==> src/rtl/dice_roller.sv <==
// -----------------------------------------------------------------------------
// dice_roller
//
// Two-dice roller driven by a single roll/stop push button.
//
// The raw button is synchronized and optionally debounced, and its rising
// edge becomes a one-cycle press pulse. A free-running 16-bit LFSR supplies
// the randomness. The first press starts ROLL, where both dice are reloaded
// from the LFSR once every ROLL_DIV clocks. Once MIN_ROLL updates have been
// shown, a later press freezes the dice in HOLD. Any further press starts a
// new roll.
//
// Parameters
//   DEBOUNCE_CYCLES  clocks the synchronized key must differ from the
//                    debounced level before the debounced level follows it
//                    (used only when DICE_DEBOUNCE_EN is defined)
//   ROLL_DIV         clocks between dice updates while rolling (1..65535)
//   MIN_ROLL         dice updates needed in ROLL before a stop is accepted
//
// Ports
//   clk           in   system clock, rising edge
//   rst           in   asynchronous active-low reset
//   key_roll      in   raw active-high button, asynchronous to clk
//   dice1         out  die 1 value, 1..6
//   dice2         out  die 2 value, 1..6
//   sum           out  dice1 + dice2, 2..12 (combinational)
//   stop          out  high while holding a frozen result
//   rolling       out  high while rolling
//   result_valid  out  one-cycle pulse in the first clock of each hold
//
// Configuration macro
//   DICE_DEBOUNCE_EN  when defined, a counter-based debouncer sits between
//                     the synchronizer and the edge detector. When it is not
//                     defined, the debounced level is the synchronized level,
//                     and a raw key edge reaches the press pulse in 3 clocks.
// -----------------------------------------------------------------------------
module dice_roller #(
  parameter logic [15:0] DEBOUNCE_CYCLES = 16'd50000,
  parameter logic [15:0] ROLL_DIV        = 16'd2500,
  parameter logic [15:0] MIN_ROLL        = 16'd100
) (
  input  logic       clk,
  input  logic       rst,
  input  logic       key_roll,
  output logic [3:0] dice1,
  output logic [3:0] dice2,
  output logic [3:0] sum,
  output logic       stop,
  output logic       rolling,
  output logic       result_valid
);

  typedef enum logic [1:0] {
    IDLE = 2'd0,
    ROLL = 2'd1,
    HOLD = 2'd2
  } state_t;

  localparam logic [15:0] LFSR_SEED = 16'hACE1;

  // Die mapping: d = (f mod 6) + 1 for a 3-bit field f.
  function automatic logic [3:0] map_die(input logic [2:0] f);
    logic [3:0] d;
    case (f)
      3'd6:    d = 4'd1;
      3'd7:    d = 4'd2;
      default: d = {1'b0, f} + 4'd1;
    endcase
    return d;
  endfunction

  // ---------------------------------------------------------------------------
  // Key synchronizer: two flops before the key is used anywhere else.
  // ---------------------------------------------------------------------------
  logic sync_meta;
  logic key_sync;

  // NOTE: registers are written only with non-blocking assignments, so every
  // flop samples the values that were present before the clock edge.
  always_ff @(posedge clk or negedge rst) begin
    if (!rst) begin
      sync_meta <= 1'b0;
      key_sync  <= 1'b0;
    end else begin
      sync_meta <= key_roll;
      key_sync  <= sync_meta;
    end
  end

  // ---------------------------------------------------------------------------
  // Debounce
  // ---------------------------------------------------------------------------
  logic key_deb;

`ifdef DICE_DEBOUNCE_EN
  logic [15:0] deb_cnt;

  // The count runs only while the synchronized key disagrees with the
  // debounced level. Any agreement restarts it, so only an uninterrupted run
  // of DEBOUNCE_CYCLES clocks moves the debounced level.
  always_ff @(posedge clk or negedge rst) begin
    if (!rst) begin
      deb_cnt <= 16'd0;
      key_deb <= 1'b0;
    end else if (key_sync == key_deb) begin
      deb_cnt <= 16'd0;
    end else if (deb_cnt == DEBOUNCE_CYCLES - 16'd1) begin
      deb_cnt <= 16'd0;
      key_deb <= key_sync;
    end else begin
      deb_cnt <= deb_cnt + 16'd1;
    end
  end
`else
  logic unused_debounce_cycles;

  assign key_deb                = key_sync;
  assign unused_debounce_cycles = ^DEBOUNCE_CYCLES;
`endif

  // ---------------------------------------------------------------------------
  // Rising-edge detector: press is registered, so it appears in the cycle
  // after the debounced level rises. Falling edges produce nothing.
  // ---------------------------------------------------------------------------
  logic key_deb_q;
  logic press;

  always_ff @(posedge clk or negedge rst) begin
    if (!rst) begin
      key_deb_q <= 1'b0;
      press     <= 1'b0;
    end else begin
      key_deb_q <= key_deb;
      press     <= key_deb & ~key_deb_q;
    end
  end

  // ---------------------------------------------------------------------------
  // LFSR: 16-bit Fibonacci form of x^16+x^14+x^13+x^11+1, right shift. It
  // free-runs in every state, so the frozen values depend on when the user
  // presses the button.
  // ---------------------------------------------------------------------------
  logic [15:0] lfsr;
  logic        lfsr_fb;

  assign lfsr_fb = lfsr[0] ^ lfsr[2] ^ lfsr[3] ^ lfsr[5];

  always_ff @(posedge clk or negedge rst) begin
    if (!rst) begin
      lfsr <= LFSR_SEED;
    end else begin
      lfsr <= {lfsr_fb, lfsr[15:1]};
    end
  end

  // ---------------------------------------------------------------------------
  // Control FSM
  // ---------------------------------------------------------------------------
  state_t      state;
  state_t      state_next;
  logic [15:0] div_cnt;
  logic [15:0] roll_cnt;
  logic        div_tc;
  logic        enter_roll;
  logic        load_dice;

  assign div_tc = (div_cnt == ROLL_DIV - 16'd1);

  always_ff @(posedge clk or negedge rst) begin
    if (!rst) begin
      state <= IDLE;
    end else begin
      state <= state_next;
    end
  end

  // NOTE: every signal assigned in this block gets a default value first, so
  // no path leaves one unassigned and no latch is inferred.
  always_comb begin
    state_next = state;
    enter_roll = 1'b0;
    load_dice  = 1'b0;
    case (state)
      IDLE: begin
        if (press) begin
          state_next = ROLL;
          enter_roll = 1'b1;
        end
      end
      ROLL: begin
        // An accepted stop takes priority over a coincident dice update, so
        // the frozen values are the ones on display when the user pressed.
        // An early press is dropped and rolling simply continues.
        if (press && (roll_cnt == MIN_ROLL)) begin
          state_next = HOLD;
        end else begin
          load_dice = div_tc;
        end
      end
      HOLD: begin
        if (press) begin
          state_next = ROLL;
          enter_roll = 1'b1;
        end
      end
      default: begin
        state_next = IDLE;
      end
    endcase
  end

  // ---------------------------------------------------------------------------
  // Divider and roll counters. Both are cleared on every entry to ROLL and
  // advance only while the FSM stays in ROLL.
  // ---------------------------------------------------------------------------
  always_ff @(posedge clk or negedge rst) begin
    if (!rst) begin
      div_cnt  <= 16'd0;
      roll_cnt <= 16'd0;
    end else if (enter_roll) begin
      div_cnt  <= 16'd0;
      roll_cnt <= 16'd0;
    end else if (load_dice || ((state == ROLL) && (state_next == ROLL))) begin
      div_cnt <= div_tc ? 16'd0 : div_cnt + 16'd1;
      if (div_tc && (roll_cnt != MIN_ROLL)) begin
        roll_cnt <= roll_cnt + 16'd1;
      end
    end
  end

  // ---------------------------------------------------------------------------
  // Dice registers
  // ---------------------------------------------------------------------------
  always_ff @(posedge clk or negedge rst) begin
    if (!rst) begin
      dice1 <= 4'd1;
      dice2 <= 4'd1;
    end else if (load_dice) begin
      dice1 <= map_die(lfsr[2:0]);
      dice2 <= map_die(lfsr[10:8]);
    end
  end

  // result_valid is registered so it lines up with the first HOLD clock.
  always_ff @(posedge clk or negedge rst) begin
    if (!rst) begin
      result_valid <= 1'b0;
    end else begin
      result_valid <= (state_next == HOLD) && (state != HOLD);
    end
  end

  // ---------------------------------------------------------------------------
  // Outputs
  // ---------------------------------------------------------------------------
  assign sum     = dice1 + dice2;
  assign stop    = (state == HOLD);
  assign rolling = (state == ROLL);

  // ---------------------------------------------------------------------------
  // Embedded invariants
  // ---------------------------------------------------------------------------
  a_dice1_range : assert property (@(posedge clk) disable iff (!rst)
    (dice1 >= 4'd1) && (dice1 <= 4'd6));
  a_dice2_range : assert property (@(posedge clk) disable iff (!rst)
    (dice2 >= 4'd1) && (dice2 <= 4'd6));
  a_state_excl  : assert property (@(posedge clk) disable iff (!rst)
    !(stop && rolling));
  a_valid_hold  : assert property (@(posedge clk) disable iff (!rst)
    result_valid |-> stop);

endmodule

==> config.mk <==
export PLATFORM = sky130hd
export DESIGN_NAME = dice_roller
export DESIGN_NICKNAME = d
export VERILOG_FILES = /design/src/rtl/dice_roller.sv
export SDC_FILE = /design/constraint.sdc
export NUM_CORES = 1
export LEC_CHECK = 0
export CAP_MARGIN = 20
export CORE_MARGIN = 2
export CORE_UTILIZATION = 60
export CTS_CLUSTER_SIZE = 14
export DETAILED_ROUTE_END_ITERATION = 7
export GPL_TIMING_DRIVEN = 0
export PLACE_DENSITY = 0.91
export SYNTH_ARGS = -nofsm -noshare
export SYNTH_HDL_FRONTEND = slang
export SYNTH_SLANG_ARGS = --single-unit
==> constraint.sdc <==
create_clock -name clk -period 3.9 [get_ports clk]
set_clock_uncertainty 0.15 [all_clocks]
set_input_delay 0.585 -clock clk [delete_from_list [all_inputs] [get_ports clk]]
set_output_delay 0.585 -clock clk [all_outputs]
set_load 0.005 [all_outputs]
==> results of run 1 <==
-- per-stage QoR --
step                total power, µW  std cells  instance area [µm²]  util [%]
floorplan                       823        287                 3000         -
global placement                865        371                 3260      68.1
detailed placement              873        372                 3270      68.4
CTS                            1520        388                 3510      73.3
global route                   1590        388                 3510      73.3
finish                         1510        388                 3510      73.3
-- registers in the layout, summed over array words and instances (netlist names), 2 cells and up --
register,flops
div_cnt,16
lfsr,16
roll_cnt,16
dice1,4
dice2,4
state,2
-- worst max-delay path, stage by stage (launching register included) --
cell,delay [ps]
dfrtp_1,430
inv_1,80
ha_1,150
nor4b_1,490
nand4_1,500
a21oi_2,480
buf_2,280
nor3_1,80
o32ai_1,260
-- worst paths after layout --
path	slack, ps	depth (start not counted)	to
min in group clk	200	0	lfsr[3]
worst min register to register	200	0	lfsr[3]
worst max-delay path	900	8	div_cnt[8]
max in group asynchronous	2900	2	lfsr[6]
worst min-delay path	50	1	div_cnt[4]
worst max register to register	900	8	div_cnt[8]
-- cell families (layout without fill, tap and decap cells) --
group,after synthesis,after routing,synth area share (%)
AND/OR/NAND/NOR,126,126,23.8
flip-flops,63,63,52.9
AO/OA/AOI/OAI,39,39,7.58
XOR/XNOR,23,23,6.71
buffers and inverters,22,56,3.04
adder cells (fa/ha/maj),13,13,5.66
multiplexers,1,1,0.333
-- synth_stat cells, types with 2 or more instances --
| cell | instances | area [µm²] |
|---|---|---|
| o21ai_0 | 11 | 55.1 |
| dfrtp_1 | 53 | 1330 |
| a21oi_1 | 12 | 60.1 |
| and3_1 | 3 | 18.8 |
| o21ai_1 | 4 | 20.0 |
| nand3_1 | 15 | 75.1 |
| nor3_2 | 3 | 30.0 |
| nor2_1 | 20 | 75.1 |
| xor2_1 | 8 | 70.1 |
| nor2b_1 | 4 | 25.0 |
| and2_1 | 3 | 18.8 |
| or4_4 | 2 | 22.5 |
| clkbuf_1 | 4 | 15.0 |
| dfstp_2 | 10 | 263 |
| nand2_1 | 27 | 101 |
| nor3_1 | 4 | 20.0 |
| and4_1 | 2 | 17.5 |
| ha_1 | 12 | 150 |
| a21o_1 | 2 | 15.0 |
| xnor2_1 | 15 | 131 |
| or4_1 | 8 | 60.1 |
| o31ai_1 | 6 | 45.0 |
| inv_1 | 16 | 60.1 |
| nand4_1 | 13 | 81.3 |
| nor4_1 | 6 | 37.5 |
| nor4b_1 | 2 | 17.5 |
| or3_1 | 5 | 31.3 |
-- power groups by stage --
| stage | combinational [µW] | clock, µW | sequential [µW] |
|---|---|---|---|
| 2_1_floorplan | 99.2 | 0 | 724 |
| 3_3_place_gp | 133 | 0 | 732 |
| 3_5_place_dp | 139 | 0 | 735 |
| 4_1_cts | 140 | 662 | 723 |
| 5_1_grt | 162 | 694 | 731 |
| 6_report | 139 | 647 | 725 |
-- final cells by class --
cell class / count / area [µm²]
buffer: 6 / 31.3
clock buffer: 13 / 169
clock inverter: 3 / 65.1
fill: 317 / 1280
inverter: 16 / 60.1
multi-input combinational: 202 / 1320
sequential: 63 / 1590
tap: 67 / 83.8
timing repair buffer: 18 / 185
-- routing by layer --
metal	vias up	wire length, µm	GRT usage (%)
li1	1074	-	-
met1	1125	2610	31.2
met2	63	2980	40.5
met3	12	307	10.3
met4	0	109	11.3
met5	-	0	0
==> results by group, run 1 <==
Status
  – Status: complete, no violations

Route
  – Via density: 5.86
  – DR DRC count: 0
  – DRT Pass-1 Iters: 4
  – Final ANT Viol Nets: 0
  – Routed wire per std cell: 15.5 µm
  – Via total after detailed routing: 2274
  – Final WL: 6.01 mm
  – Starting DRT DRC Count: 198

Yosys
  – Synth Register Bits: 63
  – Top_reg_cell synth: dfrtp_1
  – Cell Area, Synth: 3000 µm²
  – Synth Net Count: 303
  – Yosys cell types: 44
  – Proportion of synthesized chip area in sequential cells: 52.9%
  – Post-synth EDFFs: 0
  – Synth warnings: 0
  – Ys async rst share: 100%
  – Synth Instances: 287
  – Avg Cell Area, Syn: 10.5 µm²

Clock tree
  – Post-CTS setup buffer count: 0
  – Max H-tree Level: 3
  – Root buf cell: clkbuf_8
  – CTS buffer count: 9
  – CTS tree: built
  – Hold buffers post-CTS: 0
  – Num Clock Sinks: 63
  – Max Buffers Root-to-Sink: 2
  – Clk pin slew, worst setup/hold paths: 70 ps
  – Clk_lat worst skew: 340 ps
  – Post-cts resize count: 0

Placed design
  – IO Port Bufs: 17
  – Detailed placement HPWL: 4.15 mm
  – Dpl ws: 965 ps
  – Routability cong.: 0.856

Global routing
  – Global Route Usage Sum: 25.6%
  – Largest net degree at the start of global routing: 44
  – Total gr overflow: 0
  – First-pass GRT wire length: 10.4 mm
  – Initial antenna violation count: 0
  – Vias in the first global route: 2268

Flow run
  – Max Cap Viol: 0

Timing
  – Hold Violations, Final: 0
  – Setup tns final: 0 ps
  – Least-Margin Pin Slew: 572 ps
  – Final period util: 77.0%
  – Headroom to the max-slew limit: 61.4%
  – Final Critical Period: 3000 ps
  – RSZ-0062 raised after global routing: false
  – Setup Viol. Count Final: 0
  – Max Clock Freq: 0.333 GHz
  – Worst hold slack: 49.8 ps
  – Worst setup margin: 898 ps
  – Final Slew Violations: 0

Worst setup path
  – R2R Path Start: roll_cnt[0]
  – Maximum fanout along the worst path: 10
  – WP data required: 3980 ps
  – CP Launch Type: register
  – CP arrival: 3080 ps
  – Crit path kind: register to register
  – Start point of the critical path: roll_cnt[0]
  – CP Capture Type: register

Final layout
  – Layout cells sized above 1: 12.1%
  – Nets: 332
  – Commonest non-fill, non-tap cell in the layout: dfrtp_1
  – Area delta synth->final: 16.7%
  – # diodes: 0
  – Commonest cells after routing, fill and taps aside: dfrtp_1 (53), nand2_1 (27), nor2_1 (20), inv_1 (16), clkdlybuf4s50_1 (16)

Power
  – Cell Int Power: 1150 µW
  – Share of power burned in combinational logic: 9.2%
  – Clock Power Share: 42.8%
  – Sw frac: 23.6%
  – P_leak: 0.00154 µW
  – Max rail drop VDD: 0.217 mV
  – P_sw: 357 µW
  – Register share of total power: 48.0%
  – Pwr dens: 431 nW/µm²

Floorplan
  – Die H: 74.8 µm
  – Core Rows: 25
  – Die area: 5590 µm²
  – Die width: 74.8 µm
  – Starting density of the core: 62.8%
  – Core Area: 4790 µm²
  – I/O Pins: 18

Hold path
  – Hold Path Class: primary input to async pin
No activity file was read; power rests on OpenSTA's default activity.
==> inputs of run 2 (changes only) <==
--- a/config.mk
+++ b/config.mk
@@ -7,11 +7,11 @@
 export LEC_CHECK = 0
 export CAP_MARGIN = 20
 export CORE_MARGIN = 2
-export CORE_UTILIZATION = 60
+export CORE_UTILIZATION = 53
 export CTS_CLUSTER_SIZE = 14
 export DETAILED_ROUTE_END_ITERATION = 7
 export GPL_TIMING_DRIVEN = 0
-export PLACE_DENSITY = 0.91
+export PLACE_DENSITY = 0.86
 export SYNTH_ARGS = -nofsm -noshare
 export SYNTH_HDL_FRONTEND = slang
 export SYNTH_SLANG_ARGS = --single-unit
==> constraint.sdc (replaced) <==
create_clock -name clk -period 2.6 [get_ports clk]
set_clock_uncertainty 0.15 [all_clocks]
set_input_delay 0.39 -clock clk [delete_from_list [all_inputs] [get_ports clk]]
set_output_delay 0.39 -clock clk [all_outputs]
set_load 0.005 [all_outputs]
==> results by group, run 2 (synthesized netlist as in run 1, its figures left out) <==
Status
  – Status: complete, no violations

Final layout
  – Nets: 342 (+3.0%)
  – Commonest cells after routing, fill and taps aside: dfrtp_1 (51), nand2_1 (27), nor2_1 (20), inv_1 (16)
  – Commonest non-fill, non-tap cell in the layout: dfrtp_1
  – Fin area: 3630 µm² (+3.5%)
  – Filler cells: 397 (+25%)
  – Largest registers: div_cnt (16), lfsr (16), roll_cnt (16)
  – # diodes: 0 (unchanged)
  – Area delta synth->final: 20.8%
  – Layout cells sized above 1: 19.0% (+6.9 points)

Floorplan
  – Starting density of the core: 54.6% (-8.2 points)
  – Die width: 79.3 µm (+6.1%)
  – Core Rows: 27 (+8.0%)
  – Core Area: 5510 µm² (+15%)
  – I/O Pins: 18 (unchanged)
  – Die area: 6290 µm² (+12%)
  – Die H: 79.3 µm (+6.1%)

Global routing
  – Global Route Usage Sum: 23.1% (-2.5 points)
  – Total gr overflow: 0 (unchanged)
  – Initial antenna violation count: 0 (unchanged)
  – Vias in the first global route: 2363 (+4.2%)
  – Largest net degree at the start of global routing: 43 (-2.3%)
  – First-pass GRT wire length: 11.0 mm (+5.6%)

Clock tree
  – CTS tree: built
  – Num Clock Sinks: 63 (unchanged)
  – Max H-tree Level: 3 (unchanged)
  – Clk pin slew, worst setup/hold paths: 70 ps (about the same)
  – Max Buffers Root-to-Sink: 2 (unchanged)
  – CTS buffer count: 9 (unchanged)
  – Root buf cell: clkbuf_8
  – Clk_lat worst skew: 340 ps (about the same)

Worst setup path
  – CP Capture Type: register
  – WP data required: 2660 ps (-1320 ps)
  – Maximum fanout along the worst path: 10 (unchanged)
  – CP Launch Type: register
  – CP arrival: 2640 ps (-440 ps)
  – Crit path kind: register to register

Placed design
  – Placed Area: 3280 µm² (+0.19%)
  – Detailed placement HPWL: 4.09 mm (-1.5%)
  – IO Port Bufs: 17 (unchanged)
  – Routability cong.: 0.819 (-4.2%)

Power
  – Pwr dens: 603 nW/µm² (+40%)
  – Max rail drop VDD: 0.479 mV (+120%)
  – P_leak: 0.00161 µW (+5.1%)

Route
  – DRT Pass-1 Iters: 4 (unchanged)
  – Routed wire per std cell: 16.2 µm (+4.8%)
  – Via density: 5.88 (+0.34%)
  – Via total after detailed routing: 2370 (+4.2%)
  – Starting DRT DRC Count: 231 (+17%)
  – Final ANT Viol Nets: 0 (unchanged)
  – DR DRC count: 0 (unchanged)
  – Final WL: 6.55 mm (+8.8%)

Timing
  – Hold Violations, Final: 0 (unchanged)
  – Worst hold slack: 202 ps (+153 ps)
  – Final Critical Period: 2570 ps (-430 ps)
  – Setup tns final: 0 ps (unchanged)
  – Setup Viol. Count Final: 0 (unchanged)
  – Final Slew Violations: 0 (unchanged)
  – Final period util: 99.0% (+22 points)
  – Headroom to the max-slew limit: 63.2% (+1.9 points)
  – Least-Margin Pin Slew: 550 ps (-21.7 ps)
  – Max Clock Freq: 0.389 GHz (+17%)

Hold path
  – Hold Path Class: register to register

Flow run
  – Max Cap Viol: 0 (unchanged)
run 2: changes by cell type in the layout (fill, tap and decap cells not counted), moves of 3 or more:
cell and delta:
nor4_2 +4, buf_4 +9, clkdlybuf4s50_1 -3, nor4_1 -4
run 2: timing repair:
item / 4_1_cts / 5_1_grt
buffers inserted: 7 / 2
endpoints found under the setup margin: 24 / 27
pin swaps: 1 / 1
resized for setup: 8 / 12
endpoints found under the hold margin: 15 / 0
hold buffers: 1 / 0
run 2: critical path, stage by stage (launching register included):
cell	delay, ps
dfrtp_1	400
ha_2	230
or3b_2	510
or4_4	480
buf_6	180
nor3_1	260
xnor2_1	160
nor2_1	60
run 2: layout make-up:
type	instances	area, µm²	share of cell area, %
flip-flops and latches	63	1590	43.8
inverters	16	60.1	1.65
plain buffers	6	33.8	0.931
well taps	72	90.1	2.48
repair buffers	28	263	7.24
clock buffers	11	141	3.90
multi-input cells	202	1390	38.4
clock inverters	5	56.3	1.55
run 2: power breakdown:
| part | total, µW | switching (µW) | leakage (µW) | internal [µW] |
|---|---|---|---|---|
| sequential | 1090 | 61.5 | 0.000821 | 1030 |
| combinational | 244 | 140 | 0.000693 | 104 |
| clock | 855 | 386 | 0.0000997 | 469 |
run 2: path summary, 6_finish.rpt:
| kind | startpoint | endpoint | slack (ps) | cells after the start |
|---|---|---|---|---|
| min in group asynchronous | rst | dice2[1] | 430 | 2 |
| min reg2reg | lfsr[11] | lfsr[10] | 200 | 0 |
| min | lfsr[11] | lfsr[10] | 200 | 0 |
| max | div_cnt[0] | roll_cnt[10] | 30 | 7 |
| max in group asynchronous | rst | lfsr[11] | 1220 | 3 |
| max reg2reg | div_cnt[0] | roll_cnt[10] | 30 | 7 |
run 2: metrics by stage:
| step | std cells | power (µW) | util [%] | worst slack, ps |
|---|---|---|---|---|
| after floorplan | 287 | 1240 | - | 238 |
| after global placement | 376 | 1300 | 59.3 | -913 |
| after detailed placement | 377 | 1310 | 59.6 | -320 |
| after CTS | 401 | 2170 | 64.6 | 9.92 |
| after global routing | 403 | 2290 | 65.9 | -45.1 |
| final | 403 | 2190 | 65.9 | 27.3 |
run 2: per-layer routing:
| metal | routed length [µm] | vias up | track usage (%) | part of all wire (%) |
|---|---|---|---|---|
| met5 | 0 | - | 0 | 0 |
| met2 | 3290 | 73 | 35.7 | 50 |
| met4 | 197 | 0 | 11.2 | 3.0 |
| li1 | - | 1101 | - | - |
| met1 | 2750 | 1173 | 30.2 | 42 |
| met3 | 306 | 23 | 6.36 | 4.7 |
